[src/rtl/mem_arbiter_if.sv]
// mem_arbiter_if: cache-side request/response bundle plus the single RAM port.
// slave is the arbiter's view; master is the environment (caches and RAM).
interface mem_arbiter_if #(
  parameter int unsigned CPUS = 2
);
  localparam int unsigned WORD_W = 32;

  // per-CPU instruction cache port
  logic [CPUS-1:0]             iREN;
  logic [CPUS-1:0][WORD_W-1:0] iaddr;
  logic [CPUS-1:0]             iwait;
  logic [CPUS-1:0][WORD_W-1:0] iload;

  // per-CPU data cache port
  logic [CPUS-1:0]             dREN;
  logic [CPUS-1:0]             dWEN;
  logic [CPUS-1:0][WORD_W-1:0] daddr;
  logic [CPUS-1:0][WORD_W-1:0] dstore;
  logic [CPUS-1:0]             dwait;
  logic [CPUS-1:0][WORD_W-1:0] dload;

  // RAM port
  logic              ramREN;
  logic              ramWEN;
  logic [WORD_W-1:0] ramaddr;
  logic [WORD_W-1:0] ramstore;
  logic [WORD_W-1:0] ramload;
  logic [1:0]        ramstate;

  modport slave (
    input  iREN, iaddr, dREN, dWEN, daddr, dstore, ramload, ramstate,
    output iwait, iload, dwait, dload, ramREN, ramWEN, ramaddr, ramstore
  );

  modport master (
    output iREN, iaddr, dREN, dWEN, daddr, dstore, ramload, ramstate,
    input  iwait, iload, dwait, dload, ramREN, ramWEN, ramaddr, ramstore
  );
endinterface

[src/rtl/mem_arbiter.sv]
// mem_arbiter: grants the single RAM port to one icache/dcache port at a time.
// Data beats instruction, round-robin per class, and a data grant is held for
// the two-word block. Optional MEM_ARBITER_STARVE_GUARD_EN forces an
// instruction grant after STARVE_LIMIT data grants made while iREN waits.
module mem_arbiter #(
  parameter int unsigned CPUS         = 2,
  parameter int unsigned STARVE_LIMIT = 8
) (
  input logic          CLK,
  input logic          nRST,
  mem_arbiter_if.slave bus
);
  localparam int unsigned CW       = (CPUS > 1) ? $clog2(CPUS) : 1;
  localparam int unsigned STARVE_W = 4;

  typedef enum logic {IDLE, SERVE} state_t;
  typedef enum logic {GNT_I, GNT_D} gtype_t;
  typedef enum logic [1:0] {RAM_FREE, RAM_BUSY, RAM_ACCESS, RAM_ERROR} ramstate_t;

  // The starve counter is 4 bits wide, so the limit has to fit in it.
  if (STARVE_LIMIT >= (1 << STARVE_W)) begin : g_limit_check
    $error("mem_arbiter: STARVE_LIMIT does not fit the 4-bit starve counter");
  end

  state_t          state_q, state_nx;
  gtype_t          gtype_q, gtype_nx;
  logic [CW-1:0]   gcpu_q, gcpu_nx;
  logic            beat_q, beat_nx;
  logic [CW-1:0]   rr_d_q, rr_d_nx;
  logic [CW-1:0]   rr_i_q, rr_i_nx;

  logic [CPUS-1:0] d_req;
  logic            d_hit, i_hit;
  logic [CW-1:0]   d_pick, i_pick;
  logic            g_active;
  logic [CW-1:0]   gcpu_inc;
  logic            force_i;
  ramstate_t       ram_st;

`ifdef MEM_ARBITER_STARVE_GUARD_EN
  logic [STARVE_W-1:0] starve_q, starve_nx;
`endif

  // First requester at or after ptr, wrapping modulo CPUS; MSB flags a hit.
  function automatic logic [CW:0] rr_pick(input logic [CPUS-1:0] req,
                                          input logic [CW-1:0]   ptr);
    logic          hit;
    logic [CW-1:0] sel;
    logic [CW-1:0] cand;
    int unsigned   idx;
    hit = 1'b0;
    sel = '0;
    for (int k = 0; k < CPUS; k++) begin
      idx  = (32'(ptr) + 32'(k)) % CPUS;
      cand = CW'(idx);
      if (!hit && req[cand]) begin
        hit = 1'b1;
        sel = cand;
      end
    end
    return {hit, sel};
  endfunction

  // Request decode and candidate selection for the next IDLE decision.
  assign d_req             = bus.dREN | bus.dWEN;
  assign {d_hit, d_pick}   = rr_pick(d_req, rr_d_q);
  assign {i_hit, i_pick}   = rr_pick(bus.iREN, rr_i_q);
  assign g_active          = (gtype_q == GNT_D) ? d_req[gcpu_q] : bus.iREN[gcpu_q];
  assign gcpu_inc          = (gcpu_q == CW'(CPUS - 1)) ? '0 : gcpu_q + CW'(1);
  assign ram_st            = ramstate_t'(bus.ramstate);

`ifdef MEM_ARBITER_STARVE_GUARD_EN
  assign force_i = (starve_q == STARVE_W'(STARVE_LIMIT)) && i_hit;
`else
  assign force_i = 1'b0;
`endif

  // ramload is broadcast; only the port seeing wait=0 consumes it.
  assign bus.iload = {CPUS{bus.ramload}};
  assign bus.dload = {CPUS{bus.ramload}};

  // State register; async reset abandons any in-flight word.
  always_ff @(posedge CLK or negedge nRST) begin
    if (!nRST) begin
      state_q  <= IDLE;
      gtype_q  <= GNT_I;
      gcpu_q   <= '0;
      beat_q   <= 1'b0;
      rr_d_q   <= '0;
      rr_i_q   <= '0;
`ifdef MEM_ARBITER_STARVE_GUARD_EN
      starve_q <= '0;
`endif
    end else begin
      state_q  <= state_nx;
      gtype_q  <= gtype_nx;
      gcpu_q   <= gcpu_nx;
      beat_q   <= beat_nx;
      rr_d_q   <= rr_d_nx;
      rr_i_q   <= rr_i_nx;
`ifdef MEM_ARBITER_STARVE_GUARD_EN
      starve_q <= starve_nx;
`endif
    end
  end

  // Next-state arbitration and RAM/wait drive.
  always_comb begin
    state_nx     = state_q;
    gtype_nx     = gtype_q;
    gcpu_nx      = gcpu_q;
    beat_nx      = beat_q;
    rr_d_nx      = rr_d_q;
    rr_i_nx      = rr_i_q;
`ifdef MEM_ARBITER_STARVE_GUARD_EN
    starve_nx    = (|bus.iREN) ? starve_q : '0;
`endif
    bus.iwait    = '1;
    bus.dwait    = '1;
    bus.ramREN   = 1'b0;
    bus.ramWEN   = 1'b0;
    bus.ramaddr  = '0;
    bus.ramstore = '0;

    unique case (state_q)
      IDLE: begin
        if (force_i || (!d_hit && i_hit)) begin
          state_nx  = SERVE;
          gtype_nx  = GNT_I;
          gcpu_nx   = i_pick;
          beat_nx   = 1'b0;
`ifdef MEM_ARBITER_STARVE_GUARD_EN
          starve_nx = '0;
`endif
        end else if (d_hit) begin
          state_nx  = SERVE;
          gtype_nx  = GNT_D;
          gcpu_nx   = d_pick;
          beat_nx   = 1'b0;
`ifdef MEM_ARBITER_STARVE_GUARD_EN
          if (|bus.iREN) starve_nx = starve_q + STARVE_W'(1);
`endif
        end
      end

      SERVE: begin
        if (gtype_q == GNT_D) begin
          bus.ramaddr  = bus.daddr[gcpu_q];
          bus.ramstore = bus.dstore[gcpu_q];
          bus.ramWEN   = bus.dWEN[gcpu_q];
          bus.ramREN   = bus.dREN[gcpu_q] & ~bus.dWEN[gcpu_q];
        end else begin
          bus.ramaddr  = bus.iaddr[gcpu_q];
          bus.ramREN   = bus.iREN[gcpu_q];
        end

        // Dropped request aborts without moving the pointer; ERROR/BUSY/FREE hold.
        if (!g_active) begin
          state_nx = IDLE;
          beat_nx  = 1'b0;
        end else if (ram_st == RAM_ACCESS) begin
          if (gtype_q == GNT_I) begin
            bus.iwait[gcpu_q] = 1'b0;
            state_nx          = IDLE;
            rr_i_nx           = gcpu_inc;
          end else begin
            bus.dwait[gcpu_q] = 1'b0;
            if (!beat_q) begin
              beat_nx  = 1'b1;
            end else begin
              state_nx = IDLE;
              beat_nx  = 1'b0;
              rr_d_nx  = gcpu_inc;
            end
          end
        end
      end
    endcase
  end
endmodule

[src/flat_wrapper.sv]
// flat-port wrapper written by rule: the top's interface ports become plain ports
module mem_arbiter_flat 
#(
  parameter int unsigned CPUS         = 2,
  parameter int unsigned STARVE_LIMIT = 8
)
  (CLK, nRST, bus_iREN, bus_iaddr, bus_dREN, bus_dWEN, bus_daddr, bus_dstore, bus_ramload, bus_ramstate, bus_iwait, bus_iload, bus_dwait, bus_dload, bus_ramREN, bus_ramWEN, bus_ramaddr, bus_ramstore);
  mem_arbiter_if #(.CPUS(CPUS)) bus_i ();
  input logic CLK;
  input logic nRST;
  input wire logic [$bits(bus_i.iREN)-1:0] bus_iREN;
  input wire logic [$bits(bus_i.iaddr)-1:0] bus_iaddr;
  input wire logic [$bits(bus_i.dREN)-1:0] bus_dREN;
  input wire logic [$bits(bus_i.dWEN)-1:0] bus_dWEN;
  input wire logic [$bits(bus_i.daddr)-1:0] bus_daddr;
  input wire logic [$bits(bus_i.dstore)-1:0] bus_dstore;
  input wire logic [$bits(bus_i.ramload)-1:0] bus_ramload;
  input wire logic [$bits(bus_i.ramstate)-1:0] bus_ramstate;
  output wire logic [$bits(bus_i.iwait)-1:0] bus_iwait;
  output wire logic [$bits(bus_i.iload)-1:0] bus_iload;
  output wire logic [$bits(bus_i.dwait)-1:0] bus_dwait;
  output wire logic [$bits(bus_i.dload)-1:0] bus_dload;
  output wire logic [$bits(bus_i.ramREN)-1:0] bus_ramREN;
  output wire logic [$bits(bus_i.ramWEN)-1:0] bus_ramWEN;
  output wire logic [$bits(bus_i.ramaddr)-1:0] bus_ramaddr;
  output wire logic [$bits(bus_i.ramstore)-1:0] bus_ramstore;
  assign bus_i.iREN = bus_iREN;
  assign bus_i.iaddr = bus_iaddr;
  assign bus_i.dREN = bus_dREN;
  assign bus_i.dWEN = bus_dWEN;
  assign bus_i.daddr = bus_daddr;
  assign bus_i.dstore = bus_dstore;
  assign bus_i.ramload = bus_ramload;
  assign bus_i.ramstate = bus_ramstate;
  assign bus_iwait = bus_i.iwait;
  assign bus_iload = bus_i.iload;
  assign bus_dwait = bus_i.dwait;
  assign bus_dload = bus_i.dload;
  assign bus_ramREN = bus_i.ramREN;
  assign bus_ramWEN = bus_i.ramWEN;
  assign bus_ramaddr = bus_i.ramaddr;
  assign bus_ramstore = bus_i.ramstore;
  mem_arbiter #(.CPUS(CPUS), .STARVE_LIMIT(STARVE_LIMIT)) u_core (.CLK(CLK), .nRST(nRST), .bus(bus_i));
endmodule
[config.mk]
export PLATFORM = sky130hd
export DESIGN_NAME = mem_arbiter_flat
export DESIGN_NICKNAME = d
export VERILOG_FILES = /design/src/rtl/mem_arbiter_if.sv /design/src/rtl/mem_arbiter.sv /design/src/flat_wrapper.sv
export SDC_FILE = /design/constraint.sdc
export NUM_CORES = 1
export LEC_CHECK = 0
export ABC_AREA = 0
export CORE_AREA = 2 2 167 169
export CTS_CLUSTER_DIAMETER = 80
export DETAILED_ROUTE_END_ITERATION = 8
export DIE_AREA = 0 0 169 171
export GPL_ROUTABILITY_DRIVEN = 0
export HOLD_SLACK_MARGIN = 0.1
export PLACE_DENSITY_LB_ADDON = 0.05
export SLEW_MARGIN = 10
export SYNTH_ARGS = -nofsm -noshare
export SYNTH_HDL_FRONTEND = slang
export SYNTH_SLANG_ARGS = --single-unit
[constraint.sdc]
create_clock -name CLK -period 3.2 [get_ports CLK]
set_input_delay 0.8 -clock CLK [delete_from_list [all_inputs] [get_ports CLK]]
set_output_delay 0.8 -clock CLK [all_outputs]
set_load 0.05 [all_outputs]
==> impl_metrics.ini <==
[status]
status = complete, no violations

[worst_setup_path]
cp_slowest_cell = clkdlybuf4s50_1
worstSetupEndpointType = primary output
slowest_delay_ps = 510
critPathMaxFanout = 4
critPathArrivalTime_ps = 2180
cp_top_family = buffers and inverters
path_class = in -> out
crit_required_ps = 2400
path_buf_inv = 3
crit_chain = clkdlybuf4s50_1 > nor2b_1 > a221oi_1 > a211oi_1 > buf_4 > buf_12
start_kind = input port

[layout]
insertedDiodeCount = 0
drive_gt1_frac = 0.2655
syn2layout_area_growth_pct = 89.83
finish.utilization = 0.1991
mostFrequentLayoutCell = clkdlybuf4s50_1
mostFrequentLayoutCells = 201 x clkdlybuf4s50_1, 42 x buf_4, 39 x buf_12
final_nets = 702

[pwr]
leakage_nw = 2.180
peakVddDrop_mv = 0.3433
p_int_w = 0.002142
p_switching_w = 0.002576
p_seq_frac = 0.039
switching_share = 0.5460
p_clk_frac = 0.045
total_power_w = 0.004719
p_comb_frac = 0.916
power.density_mw_per_mm2 = 867.5

[synth]
ys_types = 33
synth_seq_area_share = 0.05240
syn_area_per_cell_um2 = 8.709
yosysWarningCount = 0
synth_nets = 563
syn_inst = 329
netlist_area_mm2 = 0.002865
ys_ff_latch = 6

[sta]
min_period_ps = 2985
setup_tns_ps = 0
fmax_mhz = 335.0
setup_viol = 0
slew_violations = 0
holdWs_ps = 507.6
fin_skew_ps = 2.744
worst_pin_slew_ps = 403.3
timing.final.hold_violations = 0
timing.final.crit_share = 0.9327
relSlewSlack = 0.7311
grt_setup_unrepaired = false

[grt]
grt_pass1_wl_um = 19910
grt_overflow = 0
grt_pass1_vias = 3043
grt_max_degree = 39
grtUsageTotal = 0.09166
antenna_found_initial = 0

[place]
dp.final_hpwl_um = 12110
port_buffers = 271

[run]
max-cap-violations = 0

[clock_network]
cts_tree = built
clk_pin_slew_worst_paths_ps = 30
cts_resized = 0
htree_levels = 1
cts_root_buffer = clkbuf_16
hold_buffers = 0
cts_buffers = 3
cts_post_setup_buffers_inserted = 0
numClockSinks = 6
clock_latency_ps = 230
clk_path_buf_depth = 2

[die]
fp.dieH_um = 171
pin_count = 432
die_x_um = 169
core_mm2 = 0.02732
dieArea_mm2 = 0.02890
num_rows = 61
initial_core_util = 0.1049

[detailed_routing]
first_iter_violations = 60
vias_per_cell = 3.462
finalWirelength_um = 14300
drc_errors = 0
drt_pass1_iterations = 4
wl_per_cell_um = 17.59
antenna_left = 0
via_count = 2815

[min_path]
hold_class = reg -> reg
==> synth_stat cells <==
library cell / instances / area [um2]
o21bai_1: 1 / 7.510
mux2_4: 1 / 15.01
o2bb2ai_1: 1 / 8.760
nand4_1: 1 / 6.260
mux2i_1: 35 / 350.3
buf_1: 2 / 7.510
inv_1: 4 / 15.01
and2_1: 32 / 200.2
or4_4: 1 / 11.26
nor2_1: 37 / 138.9
and4bb_2: 1 / 12.51
a32oi_1: 1 / 8.760
a211oi_1: 1 / 7.510
a211oi_2: 1 / 12.51
nor2b_1: 1 / 6.260
nand3_1: 2 / 10.01
buf_4: 128 / 960.9
o22ai_1: 1 / 6.260
nor3_1: 1 / 5.000
a31oi_1: 2 / 12.51
nor3_4: 1 / 16.27
dfrtp_1: 6 / 150.1
clkbuf_1: 6 / 22.52
buf_2: 12 / 60.06
nand2b_1: 3 / 18.77
mux4_2: 32 / 720.7
nor2_2: 1 / 6.260
o21ai_1: 1 / 5.000
nand3b_1: 1 / 7.510
a21oi_1: 2 / 10.01
a221oi_1: 1 / 8.760
nand2_1: 7 / 26.28
o21ai_0: 2 / 10.01
==> cells by family (layout without fill, tap and decap cells) <==
| logic type | count (synthesis) | in the layout | synth area share |
|---|---|---|---|
| buf+inv | 152 | 290 | 0.3721 |
| simple gates | 89 | 89 | 0.1625 |
| mux | 68 | 68 | 0.3790 |
| compound gates | 14 | 14 | 0.03406 |
| flops | 6 | 6 | 0.05240 |
==> worst min-delay path, stage by stage (launching register included) <==
cell     delay, ps
dfrtp_1        360
nand2_1         50
o21ai_0         50
==> area by class of cell <==
type | count | area (um2)
fill | 2999 | 21880
inverter | 4 | 15.01
multi-input combinational | 171 | 1649
clock buffer | 4 | 78.83
timing repair buffer | 282 | 3108
sequential | 6 | 155.1
tap | 346 | 432.9
==> stage by stage <==
stage          setup WS [ps]  cells  instance area [um2]
2_1_floorplan          205.1    329                 2865
3_3_place_gp           138.8    809                 5360
3_5_place_dp           150.1    809                 5360
4_1_cts                150.1    813                 5439
5_1_grt                74.42    813                 5439
6_report               215.3    813                 5439
==> registers in the layout (all words and copies together) (netlist names) <==
register / count
u_core.state_q: 1
u_core.gtype_q: 1
u_core.gcpu_q: 1
u_core.rr_d_q: 1
u_core.beat_q: 1
u_core.rr_i_q: 1
==> power by group through the flow <==
stage / clock [W] / sequential [W] / combinational (W)
after detailed placement: 0 / 0.000188 / 0.00444
after global routing: 0.000220 / 0.000197 / 0.00458
after CTS: 0.000213 / 0.000187 / 0.00445
after global placement: 0 / 0.000191 / 0.00445
after floorplan: 0 / 0.000128 / 0.00305
final: 0.000211 / 0.000186 / 0.00432
==> metal layers <==
layer  part of all wire  vias up  GRT usage  routed length, um
met2               0.49      212     0.1668               7012
met3               0.13       43    0.03863               1870
met5                  0        -          0                  0
met4              0.023        0    0.02824                334
li1                   -     1283          -                  -
met1               0.36     1277    0.09601               5085
==> path summary, 6_finish.rpt <==
kind,from,endpoint,slack [ps],depth (start not counted)
max,bus_dREN[1],bus_ramREN,220,6
min,u_core.rr_i_q,u_core.rr_i_q,510,2
max reg2reg,u_core.gcpu_q,u_core.rr_d_q,1560,5
min reg2reg,u_core.rr_i_q,u_core.rr_i_q,510,2
max in group asynchronous,nRST,u_core.gcpu_q,2120,1
min in group asynchronous,nRST,u_core.gcpu_q,820,1
(Power assumes the default switching activity.)
